==> src/rtl/base_decode_pkg.sv <==
// Shared types and the binary-to-vector decode function for base_decode_pipe.
package base_decode_pkg;

  typedef enum logic [1:0] {
    DEC_ONEHOT = 2'd0,
    DEC_THERM  = 2'd1,
    DEC_RANGE  = 2'd2,
    DEC_RSVD   = 2'd3
  } dec_mode_t;

  localparam int unsigned MAX_DEC = 256;

  // Result layout: bit 0 = err, bit i+1 = output line i. Lines at or above dec_w stay 0.
  function automatic logic [MAX_DEC:0] dec_vec(input dec_mode_t mode, input logic [31:0] din,
                                               input int unsigned dec_w);
    logic [MAX_DEC:0] r;
    logic err;
    r   = '0;
    err = (din >= dec_w) || (mode == DEC_RSVD);
    for (int unsigned i = 0; i < MAX_DEC; i++) begin
      if (!err && i < dec_w) begin
        case (mode)
          DEC_ONEHOT: r[i+1] = (i == din);
          DEC_THERM:  r[i+1] = (i <= din);
          DEC_RANGE:  r[i+1] = (i >= din);
          default:    r[i+1] = 1'b0;
        endcase
      end
    end
    r[0] = err;
    return r;
  endfunction

endpackage

==> src/rtl/base_skid2.sv <==
// Two-entry skid buffer: main drives the outputs, skid absorbs one beat of backpressure.
module base_skid2 #(
  parameter int width = 8
) (
  input  logic             clk,
  input  logic             reset,
  input  logic             i_v,
  output logic             i_r,
  input  logic [width-1:0] i_din,
  output logic             o_v,
  input  logic             o_r,
  output logic [width-1:0] o_dout
);

  logic             main_v, skid_v;
  logic [width-1:0] main_d, skid_d;
  logic             acc, take;

  assign acc  = i_v & i_r;
  assign take = ~main_v | o_r;   // main empty or draining this edge

  always_ff @(posedge clk or posedge reset) begin
    if (reset) begin
      main_v <= 1'b0;
      skid_v <= 1'b0;
      main_d <= '0;
      skid_d <= '0;
    end else if (take) begin
      if (skid_v) begin
        main_v <= 1'b1;
        main_d <= skid_d;
        skid_v <= acc;
        if (acc) skid_d <= i_din;
      end else begin
        main_v <= acc;
        if (acc) main_d <= i_din;
      end
    end else if (acc) begin
      skid_v <= 1'b1;
      skid_d <= i_din;
    end
  end

  // Ready comes from register state only, so no o_r -> i_r combinational path.
  assign i_r    = ~skid_v & ~reset;
  assign o_v    = main_v;
  assign o_dout = main_v ? main_d : '0;

endmodule

==> src/rtl/base_decode_pipe.sv <==
// Registered, handshaked binary decoder with one-hot/thermometer/range modes and error counting.
module base_decode_pipe
  import base_decode_pkg::*;
#(
  parameter int enc_width = 3,
  parameter int dec_width = 2**enc_width,
  parameter int cnt_width = 8
) (
  input  logic                 clk,
  input  logic                 reset,
  input  logic                 i_v,
  output logic                 i_r,
  input  logic [0:enc_width-1] i_din,
  input  logic [1:0]           i_mode,
  output logic                 o_v,
  input  logic                 o_r,
  output logic [0:dec_width-1] o_dout,
  output logic                 o_err,
  output logic [cnt_width-1:0] err_cnt,
  input  logic                 err_clr
);

  logic [MAX_DEC:0]   dv;
  logic [dec_width:0] beat, held;
  logic               acc;

  // Decode at acceptance; only {lines, err} travel through the buffer.
  assign dv   = dec_vec(dec_mode_t'(i_mode), 32'(i_din), dec_width);
  assign beat = dv[dec_width:0];
  assign acc  = i_v & i_r;

  generate
    if (dec_width < MAX_DEC) begin : g_unused
      logic unused_hi;
      assign unused_hi = ^dv[MAX_DEC:dec_width+1];
    end
  endgenerate

  base_skid2 #(.width(dec_width + 1)) u_skid (
    .clk    (clk),
    .reset  (reset),
    .i_v    (i_v),
    .i_r    (i_r),
    .i_din  (beat),
    .o_v    (o_v),
    .o_r    (o_r),
    .o_dout (held)
  );

  generate
    for (genvar i = 0; i < dec_width; i++) begin : g_line
      assign o_dout[i] = held[i+1];
    end
  endgenerate
  assign o_err = held[0];

  always_ff @(posedge clk or posedge reset) begin
    if (reset)
      err_cnt <= '0;
    else if (err_clr)
      err_cnt <= '0;
    else if (acc && beat[0] && !(&err_cnt))
      err_cnt <= err_cnt + 1'b1;
  end

endmodule

==> config.mk <==
export PLATFORM = sky130hd
export DESIGN_NAME = base_decode_pipe
export DESIGN_NICKNAME = d
export VERILOG_FILES = /design/src/rtl/base_decode_pkg.sv /design/src/rtl/base_skid2.sv /design/src/rtl/base_decode_pipe.sv
export SDC_FILE = /design/constraint.sdc
export NUM_CORES = 1
export LEC_CHECK = 0
export CAP_MARGIN = 40
export CORE_ASPECT_RATIO = 1.25
export CORE_MARGIN = 4
export CORE_UTILIZATION = 30
export DETAILED_ROUTE_END_ITERATION = 12
export GPL_TIMING_DRIVEN = 0
export PLACE_DENSITY = 0.62
export SYNTH_ARGS = -nofsm -noshare
export SYNTH_HDL_FRONTEND = slang
export SYNTH_SLANG_ARGS = --single-unit
==> constraint.sdc <==
create_clock -name clk -period 2 [get_ports clk]
set_input_delay 0.3 -clock clk [delete_from_list [all_inputs] [get_ports clk]]
set_output_delay 0.3 -clock clk [all_outputs]
set_load 0.05 [all_outputs]
==> reports/qor.txt <==
status - finished clean
DRC Markers - 0
RSZ-0062 raised after global routing - false
FMAX - 529 MHz
CTS clk-pin slew, worst paths - 0.10 ns
Cells after Synth - 153
Site Rows - 28
initial antenna violation count - 0
Area Overhead vs Synth - 25.6%
Final Hold Fails - 0
Clock Latency Late Sink - 0.28 ns
Post-CTS Setup Inserts - 0
PortBufs - 25
Num CTS Buffers - 3
# IOs - 29
sequential share of the synthesized area - 46.8%
max_slew headroom - 58.8%
CP Max Fanout - 7
fin util - 39.2%
most common cell after layout, fill and taps aside - dfrtp_1
CP bufs+invs - 1
GRT Resource Usage Total - 11.5%
Die X-Extent - 71.2 um
vias in the first global route - 1196
Worst path max stage delay - 0.84 ns
final setup vio count - 0
Combinational Power Share - 25.3%
CP max-delay cell - clkdlybuf4s50_1
Worst VDD drop - 263 uV
Antenna Nets Post-Route - 0
Max Cap Viol - 0
post-layout minimum cycle time - 1.89 ns
CP Cell Sequence - clkdlybuf4s50_1
Ys Warns - 0
clk buf depth - 2
antenna cells - 0
full die area - 0.00619 mm^2
global-route wire length before repair - 5.71 mm
P_sw - 0.464 mW
#FFs+latches synth - 28
final wirelength - 3.25 mm
die height - 87.0 um
Iter 0 DRT Violations - 44
Startpoint Class - flip-flop
Core ar. - 0.00480 mm^2
post-detail-place hpwl - 2.51 mm
htree depth - 1
pwr/cell area - 816 mW/mm^2
Pint - 1.07 mW
Mapped Nets - 164
post-synth cell types - 42
most frequent cells in the layout - dfrtp_1, o21ai_0, nand2_1, clkdlybuf4s50_1, a21oi_1
Wirelength per Cell - 13.4 um
syn_area_per_cell - 9.79 um^2
Via density - 5.04
CTS tree - built
layout cells sized above 1 - 15.8%
clock power share - 28.8%
largest cells by area after synthesis - dfrtp_1, o21ai_0, mux2_2, nand2_1, and2_1
Final #Nets - 195
power consumption - 1.54 mW
arrival time worst endpoint - 1.59 ns
WP data required - 1.70 ns
Hold Path Class - in -> reg
synthesized area - 0.00150 mm^2
Leak - 0.779 nW
delay-heaviest family, CP - buffers and inverters
total number of vias - 1224
post-synth top area share - 46.8%
Slew Viols, Final - 0
First-pass DRT Iterations - 4
largest net degree at the start of global routing - 17
critical path class - reg -> out
Setup Skew - 0.00642 ns
period utilization - 94.6%
CP Capture Type - output port
sw frac - 30.2%
Synth area leader - dfrtp_1
R2R Setup Slk - 0.28 ns
clock root buffer - clkbuf_8
Congestion Overflow GR - 0
register share of total power - 45.9%
Sink Count - 28
Least-Margin Pin Slew - 0.614 ns
GPL Wtd Cong - 0.794
Initial Utilization - 31.2%
final cells by class:
| cell class | instances | area, um^2 |
|---|---|---|
| fillers | 484 | 2920 |
| multi-input cells | 113 | 732 |
| flip-flops and latches | 28 | 701 |
| repair buffers | 26 | 238 |
| well taps | 60 | 75.1 |
| plain buffers | 9 | 53.8 |
| clock buffers | 3 | 41.3 |
| clock inverters | 1 | 30.0 |
| inverters | 3 | 11.3 |
metal layers:
metal | share of wire [%] | up-vias | GRT usage, % | wire length (um)
li1 | - | 617 | - | -
met1 | 47 | 574 | 15.0 | 1530
met2 | 47 | 30 | 18.4 | 1510
met3 | 5.0 | 3 | 2.31 | 162
met4 | 1.1 | 0 | 5.13 | 37
met5 | 0 | - | 0 | 0
path summary, 6_finish.rpt:
kind | start | end | cells after the start
worst min-delay path | err_clr | err_cnt[1] | 2
worst min register to register | u_skid.main_d[1] | u_skid.main_d[1] | 2
worst max register to register | err_cnt[0] | err_cnt[3] | 6
worst max-delay path | err_cnt[3] | err_cnt[3] | 1
min in group asynchronous | reset | err_cnt[6] | 2
max in group asynchronous | reset | u_skid.main_d[5] | 3
stage by stage:
stage / hold WS (ns) / setup slack (ns) / cell area (um^2) / TNS (ns) / instances
3_5_place_dp: 0.461 / -0.135 / 1850 / -0.265 / 239
6_report: 0.373 / 0.109 / 1880 / 0 / 243
4_1_cts: 0.376 / 0.00684 / 1920 / 0 / 243
2_1_floorplan: 0.365 / 0.136 / 1500 / 0 / 153
5_1_grt: 0.387 / 0.0239 / 1880 / 0 / 243
3_3_place_gp: 0.455 / -0.109 / 1820 / -0.190 / 238
synth_stat cells:
master and number:
nand4b_1 1, nand4_1 1, a311o_1 1, nand2_1 17
nand3_1 5, buf_6 2, o41ai_1 1, o41a_1 1
o21bai_1 1, o2111ai_4 1, clkbuf_1 4, and2_4 1
nand2b_1 2, o31ai_1 4, or2_2 1, or4_1 3
buf_2 1, ha_1 1, and2_1 9, a2bb2oi_1 2
dfrtp_1 28, buf_4 1, or3_1 4, buf_1 1
xor2_1 1, nor2_4 1, a221o_1 1, a21oi_1 11
mux2_2 6, mux2i_1 3, o21ai_0 17, inv_1 3
and2b_2 1, a211oi_1 1, or2b_1 1, a21o_1 1
o311ai_0 1, a311oi_1 2, nor2_1 6, o211ai_1 1
nor2b_1 2, o21ai_1 1
flip-flops by register name, indices dropped and copies added, names as in the netlist:
name,flops
err_cnt,8
u_skid.main_d,9
u_skid.o_v,1
u_skid.skid_d,9
u_skid.skid_v,1
power by group through the flow:
| stage | Combinational [mW] | Sequential (mW) | Clock (mW) |
|---|---|---|---|
| after global placement | 0.408 | 0.713 | 0 |
| after detailed placement | 0.419 | 0.716 | 0 |
| after CTS | 0.406 | 0.704 | 0.463 |
| after global routing | 0.429 | 0.718 | 0.486 |
| after floorplan | 0.285 | 0.714 | 0 |
| final | 0.388 | 0.704 | 0.443 |
logic make-up after synthesis:
logic type	synth area share [%]
buffers and inverters	4.34
XOR/XNOR	0.585
AND/OR/NAND/NOR	19.9
multiplexers	6.52
flip-flops	46.8
AO/OA/AOI/OAI	21.1
adder cells (fa/ha/maj)	0.835
timing repair:
| action | in CTS | in global routing |
|---|---|---|
| resized for setup | 20 | 8 |
| setup endpoints to repair | 10 | 8 |
| hold buffers | 0 | 0 |
(Power assumes the default switching activity.)
